## src/rtl/tx_share_arbiter.sv

```systemverilog
// tx_share_arbiter: round-robin sharing of one dav_/rfd transmitter port between producers A and B.
module tx_share_arbiter #(
  parameter int WIDTH = 8,
  parameter int CNT_W = 8
) (
  input  logic             clock,
  input  logic             reset,
  input  logic [WIDTH-1:0] data_a,
  input  logic             dav_a_,
  output logic             rfd_a,
  input  logic [WIDTH-1:0] data_b,
  input  logic             dav_b_,
  output logic             rfd_b,
  output logic [WIDTH-1:0] data,
  output logic             dav_,
  input  logic             rfd,
  output logic             grant,
  output logic             busy,
  output logic [CNT_W-1:0] cnt_a,
  output logic [CNT_W-1:0] cnt_b
);
  typedef enum logic [1:0] {IDLE, RELEASE, OFFER, DRAIN} state_t;
  state_t state_q;
  logic   ptr_q;
  logic   sel_d;
  // a lone requester wins outright; contention is settled by the pointer
  always_comb sel_d = dav_a_ ? 1'b1 : (dav_b_ ? 1'b0 : ptr_q);
  always_ff @(posedge clock) begin
    if (reset) begin
      state_q <= IDLE;
      ptr_q   <= 1'b0;
      rfd_a   <= 1'b1;
      rfd_b   <= 1'b1;
      dav_    <= 1'b1;
      data    <= '0;
      grant   <= 1'b0;
      busy    <= 1'b0;
      cnt_a   <= '0;
      cnt_b   <= '0;
    end else begin
      case (state_q)
        IDLE: if (!(dav_a_ && dav_b_)) begin
          data    <= sel_d ? data_b : data_a;
          grant   <= sel_d;
          rfd_a   <= sel_d;
          rfd_b   <= !sel_d;
          busy    <= 1'b1;
          state_q <= RELEASE;
        end
        RELEASE: if (grant ? dav_b_ : dav_a_) begin
          rfd_a   <= 1'b1;
          rfd_b   <= 1'b1;
          dav_    <= 1'b0;
          state_q <= OFFER;
        end
        OFFER: if (!rfd) begin
          dav_    <= 1'b1;
          state_q <= DRAIN;
        end
        DRAIN: if (rfd) begin
          ptr_q   <= ~grant;
          if (grant) cnt_b <= cnt_b + 1'b1;
          else cnt_a <= cnt_a + 1'b1;
          busy    <= 1'b0;
          state_q <= IDLE;
        end
        default: state_q <= IDLE;
      endcase
    end
  end
endmodule

```

## config.mk

```make
export PLATFORM = sky130hd
export DESIGN_NAME = tx_share_arbiter
export DESIGN_NICKNAME = d
export VERILOG_FILES = /design/src/rtl/tx_share_arbiter.sv
export SDC_FILE = /design/constraint.sdc
export NUM_CORES = 1
export LEC_CHECK = 0
export BUFFER_PORTS_ARGS = -buffer_cell sky130_fd_sc_hd__buf_4
export CORE_AREA = 2 2 65 82
export CTS_CLUSTER_SIZE = 40
export DETAILED_ROUTE_END_ITERATION = 16
export DIE_AREA = 0 0 67 84
export PLACE_DENSITY = 0.62
export SETUP_SLACK_MARGIN = 0.3
export SKIP_CTS_REPAIR_TIMING = 1
export SYNTH_ARGS = -nofsm -noshare
export SYNTH_HDL_FRONTEND = slang
export SYNTH_SLANG_ARGS = --single-unit
export TNS_END_PERCENT = 20
```

## constraint.sdc

```tcl
create_clock -name clock -period 3.75 [get_ports clock]
set_input_delay 0.9375 -clock clock [delete_from_list [all_inputs] [get_ports clock]]
set_output_delay 0.9375 -clock clock [all_outputs]
set_load 0.1 [all_outputs]
```

==> metrics.txt, run 1 <==
DR WL/cell=12.7 microns; Worst Clk Skew=0.00602 ns; vias in the first global route=1439; Worst setup EP type=output port; status=finished, final reports clean; worst path cell trace=buf_4; worst skew pair latency=0.28 ns; chip width=67 microns; core area=4930 sq um; hold_ws=0.489 ns; Crit. path cell count=1; initial core utilization=0.330; Top Ports=50; Pleak=0.900 nW; fraction of registers with async set/reset=0; die height=84 microns; R2R Setup Slk=1.96 ns; Syn Std Cell Area=1630 sq um; ys flop type=dfxtp_1; critical path class=flop to output port; CP Data Required Time=2.81 ns; clk slew on worst S/H paths=0.07 ns; relative slew slack=0.566; initial antenna violation count=0; count of flip-flops with a built-in enable after synthesis=0; crit path max fanout=11; XOR/XNOR share of the synthesized area=0.0161; register area share after synthesis=0.393; clk root buf=clkbuf_8; pre-CTS setup slack=1.58 ns; area fraction of the dominant cell type after synthesis=0.393; Area Overhead vs Synth=30.6%; Mean Syn Cell Area=8.77 sq um; post-route clock period utilization=0.578; Final GP Congestion=0.697; Post-Synthesis Cells=186; drt total wl=3.74 mm; area post-placement=2000 sq um; WP buf/inv=1; RR Endpoint=data[3]; setup tns final=0 ns; Peak VDD IR=0.487 mV; Synth area leader=dfxtp_1; dpl hpwl=2.72 mm; slew of the pin with the lowest slew margin=0.650 ns; leading post-synthesis cells by cell area=dfxtp_1, o21ai_0, ha_1, nand3_1, a21oi_1; share of cells above drive strength 1=0.284; slowest stage delay, CP=0.57 ns; pwr/cell area=681 nW/um^2; CTS tree=yes; IO Port Bufs=49; Tot GR Track Use=0.143; H-tree levels=2; Final WS setup=1.58 ns; crit path time final=2.17 ns; RSZ-0062 raised after global routing=no; maximum buffer depth of the clock tree=2; Synth Area in Adders=0.0460; Nets=258; DRT Pass-1 Iters=4; Worst Reg-to-Reg Cells=6; gr ovfl total=0; # setup viols final=0; fmax=461 MHz; full die area=5630 sq um; WP data arrival=1.23 ns; Max-Cap Viols=0; diode count=0; Synth Area in Compound Gates=0.233; synth warn=0; largest net degree at the start of global routing=24; DRC viols=0; number of slew-limit violations in the final report=0; Routed Antenna Nets=0; #FFs+latches synth=32; TritonCTS Buffers=5; Via density=5.22; Hold Vio Cnt, Final=0; simple-gate area share of the yosys netlist=0.193; Vias=1536; Starting DRT DRC Count=91; Top Family by Delay on Critical Path=flip-flops; worst reg2reg startpoint=state_q[0]; Final Util=0.432; Worst path slowest cell=dfxtp_1; first-pass GRT wire length=6.37 mm; row cnt=29; CTS Sinks=32; final instance area=2130 sq um; Worst Setup EP=grant; Critical path origin=grant; mux share of post-synthesis cell area=0.0445; Synth Net Count=213; startpoint type of the worst setup path=flop; Synth cell types=40; combinational family with the most area after synthesis=compound AO/OA/AOI/OAI gates; min-delay worst type=flop to flop
-- state kept, by name, summed over array words and instances, names as in the netlist --
name / cells
busy: 1
cnt_a: 8
cnt_b: 8
data: 8
dav_: 1
grant: 1
ptr_q: 1
rfd_a: 1
rfd_b: 1
state_q: 2
-- where the power goes --
group | total [mW] | switching [mW] | leakage (nW) | internal [mW]
Clock | 0.359 | 0.125 | 0.0645 | 0.234
Sequential | 0.443 | 0.0475 | 0.261 | 0.396
Combinational | 0.648 | 0.476 | 0.574 | 0.172
-- cell usage after synthesis, types with 3 or more instances --
| cell type | instances |
|---|---|
| dfxtp_1 | 32 |
| o21ai_0 | 22 |
| nand3_1 | 15 |
| a21oi_1 | 13 |
| inv_1 | 10 |
| a31oi_1 | 9 |
| nand2_1 | 8 |
| nor2_1 | 8 |
| ha_1 | 6 |
| o31ai_1 | 6 |
| or4_1 | 6 |
| clkbuf_1 | 5 |
| mux2i_1 | 5 |
| buf_6 | 4 |
| nor2b_1 | 4 |
| nand4_1 | 3 |
| xor2_1 | 3 |
-- worst min path at each step --
stage | from | to | slack, ns | depth (start not counted)
floorplan | state_q[1] | state_q[1] | 0.47 | 2
global placement | cnt_b[7] | cnt_b[7] | 0.46 | 2
detailed placement | cnt_b[7] | cnt_b[7] | 0.48 | 2
CTS | cnt_b[7] | cnt_b[7] | 0.49 | 2
global route | cnt_b[7] | cnt_b[7] | 0.53 | 2
finish | cnt_a[7] | cnt_a[7] | 0.49 | 2
-- per-stage QoR --
stage,power [mW],std cells
final,1.45,294
after global placement,1.10,286
after CTS,1.47,294
after global routing,1.53,294
after floorplan,0.971,186
after detailed placement,1.10,286
-- per-layer routing --
metal | global-route usage | vias to the layer above | wire length [microns]
met2 | 0.240 | 48 | 1790
met4 | 0.0445 | 0 | 49
met1 | 0.169 | 709 | 1640
met5 | 0 | - | 0
met3 | 0.0459 | 5 | 257
li1 | - | 774 | -
-- cell type report --
class	instances	area, sq um
inverter	11	41.3
fill	515	2810
clock inverter	1	30.0
tap	62	77.6
clock buffer	7	96.3
timing repair buffer	50	375
multi-input combinational	131	868
sequential	32	641
-- logic make-up (layout without fill, tap and decap cells) --
logic type | after synthesis | in the layout
compound gates | 62 | 62
simple gates | 53 | 53
flops | 32 | 32
buf+inv | 23 | 69
mux | 7 | 7
fa+ha+maj | 6 | 6
xor+xnor | 3 | 3
-- layout by cell type, fill, tap and decap left out, types with 3 or more instances in the layout --
cell type | Yosys | final
o21ai_0 | 22 | 22
mux2i_1 | 5 | 5
dfxtp_1 | 32 | 32
nand3_1 | 15 | 15
nor2_1 | 8 | 8
nand2_1 | 8 | 8
xor2_1 | 3 | 3
a31oi_1 | 9 | 9
buf_4 | 1 | 50
or4_1 | 6 | 6
nor2b_1 | 4 | 4
nand4_1 | 3 | 3
clkbuf_8 | 0 | 7
o31ai_1 | 6 | 6
ha_1 | 6 | 6
a21oi_1 | 13 | 13
inv_1 | 10 | 10
No activity file was read; power rests on OpenSTA's default activity.
==> inputs of run 2 (changes only) <==
--- a/config.mk
+++ b/config.mk
@@ -10,7 +10,7 @@
 export CTS_CLUSTER_SIZE = 40
 export DETAILED_ROUTE_END_ITERATION = 16
 export DIE_AREA = 0 0 67 84
-export PLACE_DENSITY = 0.62
+export PLACE_DENSITY = 0.64
 export SETUP_SLACK_MARGIN = 0.3
 export SKIP_CTS_REPAIR_TIMING = 1
 export SYNTH_ARGS = -nofsm -noshare
==> constraint.sdc (replaced) <==
create_clock -name clock -period 1.8 [get_ports clock]
set_input_delay 0.45 -clock clock [delete_from_list [all_inputs] [get_ports clock]]
set_output_delay 0.45 -clock clock [all_outputs]
set_load 0.1 [all_outputs]
==> run 2 against run 1 <==
Count of clock-buffer cells in the layout shrank 1. Setup slack got worse by 1.3 ns. Final cell count grew 1.7%. Global-route usage about the same. Clock power up 45%. Largest cell class unchanged. Largest power group unchanged.
==> metrics.txt, run 2 (same netlist as run 1, synthesis figures left out) <==
Hold Path Sink=data[3]; fmax=674 MHz; Worst setup EP type=output port; Peak VDD IR=0.709 mV (+45%); # setup viols final=0 (unchanged); Worst path slowest cell=dfxtp_4; DRT Pass-1 Iters=4 (unchanged); Crit. path cell count=1 (unchanged); Worst Clk Skew=0.00207 ns (-0.00395 ns); drt total wl=3.83 mm (+2.6%); worst skew pair latency=0.28 ns (about the same); initial core utilization=0.330 (unchanged); crit path time final=1.48 ns; worst path cell trace=buf_4; Final WS setup=0.316 ns (-1.26 ns); diode count=0 (unchanged); Top Family by Delay on Critical Path=flip-flops; Final GP Congestion=0.764 (+9.6%); RSZ-0062 raised after global routing=yes; Hold Vio Cnt, Final=0 (unchanged); worst reg2reg startpoint=state_q[0]; hold_ws=0.456 ns (-0.0329 ns); die height=84 microns (unchanged); most frequent cells in the layout=buf_4, o21ai_0, nand3_1, dfxtp_1, a21oi_1; post-route clock period utilization=0.824; Via density=5.20 (-0.46%); core area=4930 sq um (unchanged); status=finished, final reports clean; first-pass GRT wire length=6.41 mm (+0.66%); vias in the first global route=1443 (+0.28%); gr ovfl total=0 (unchanged); Routed Antenna Nets=0 (unchanged); Starting DRT DRC Count=92 (+1.1%); DRC viols=0 (unchanged); Area Overhead vs Synth=38.0%; WP data arrival=1.03 ns (-0.20 ns); Tot GR Track Use=0.143 (about the same); Top Ports=50 (unchanged); critical path class=flop to output port; chip width=67 microns (unchanged); row cnt=29 (unchanged); pwr/cell area=1320 nW/um^2 (+93%); Pleak=0.934 nW (+3.9%); most common cell after layout, fill and taps aside=buf_4; Top Registers=cnt_a: 8 flops, cnt_b: 8 flops, data: 8 flops; startpoint type of the worst setup path=flop; setup tns final=0 ns (unchanged); CTS tree=yes; hold_sp=data_b[3]; Nets=264 (+2.3%); H-tree levels=2 (unchanged); crit path max fanout=12 (+1); initial antenna violation count=0 (unchanged); Vias=1555 (+1.2%); Max-Cap Viols=0 (unchanged); Hold Crit Depth=3 (+1); pre-CTS setup slack=0.0668 ns (-1.51 ns); CTS Sinks=32 (unchanged); dpl hpwl=2.67 mm (-2.0%); relative slew slack=0.739 (+0.173); Inst Count DP=287 (+0.35%); number of slew-limit violations in the final report=0 (unchanged); CP Data Required Time=1.35 ns (-1.46 ns); maximum buffer depth of the clock tree=2 (unchanged); clk root buf=clkbuf_8; full die area=5630 sq um (unchanged); Worst Reg-to-Reg Cells=5 (-1); IO Port Bufs=49 (unchanged); TritonCTS Buffers=5 (unchanged); slew of the pin with the lowest slew margin=0.380 ns (-0.270 ns); slowest stage delay, CP=0.43 ns (-0.14 ns); post-route insts no fill=299 (+1.7%); WP buf/inv=1 (unchanged); share of cells above drive strength 1=0.397 (+0.112); min-delay worst type=input port to flop; R2R Setup Slk=0.35 ns (-1.61 ns); clk slew on worst S/H paths=0.06 ns (about the same); largest net degree at the start of global routing=24 (unchanged); RR Endpoint=state_q[0]; DR WL/cell=12.8 microns (+0.85%)
run 2: layer usage:
metal  part of all wire  GRT usage  vias up
li1                   -          -      789
met1               0.43      0.169      715
met2               0.50      0.242       46
met3              0.067     0.0513        5
met4             0.0060     0.0334        0
met5                  0          0        -
run 2: layout make-up:
class	instances	area [sq um]
timing repair buffer	55	430
multi-input combinational	132	938
clock inverter	1	5.00
sequential	32	684
inverter	11	41.3
tap	62	77.6
clock buffer	6	72.6
fill	509	2690
run 2: report_power, final:
group          total (mW)  switching (mW)  internal [mW]  leakage (nW)
Combinational        1.50            1.04          0.459         0.621
Clock               0.520           0.257          0.263        0.0410
Sequential          0.944           0.111          0.833         0.272
run 2: worst max path at each step:
stage	start	endpoint
after floorplan	cnt_b[3]	cnt_b[7]
after global placement	state_q[0]	cnt_b[6]
after detailed placement	state_q[0]	cnt_b[7]
after CTS	state_q[0]	cnt_b[7]
after global routing	grant	grant
final	grant	grant
run 2: stage by stage:
stage | power, mW | instance area (sq um) | util
final | 2.96 | 2250 | 0.456
after global routing | 3.13 | 2250 | 0.456
after CTS | 2.86 | 2140 | 0.433
after detailed placement | 2.33 | 2060 | 0.417
after global placement | 2.32 | 2060 | 0.417
after floorplan | 2.02 | 1670 | -
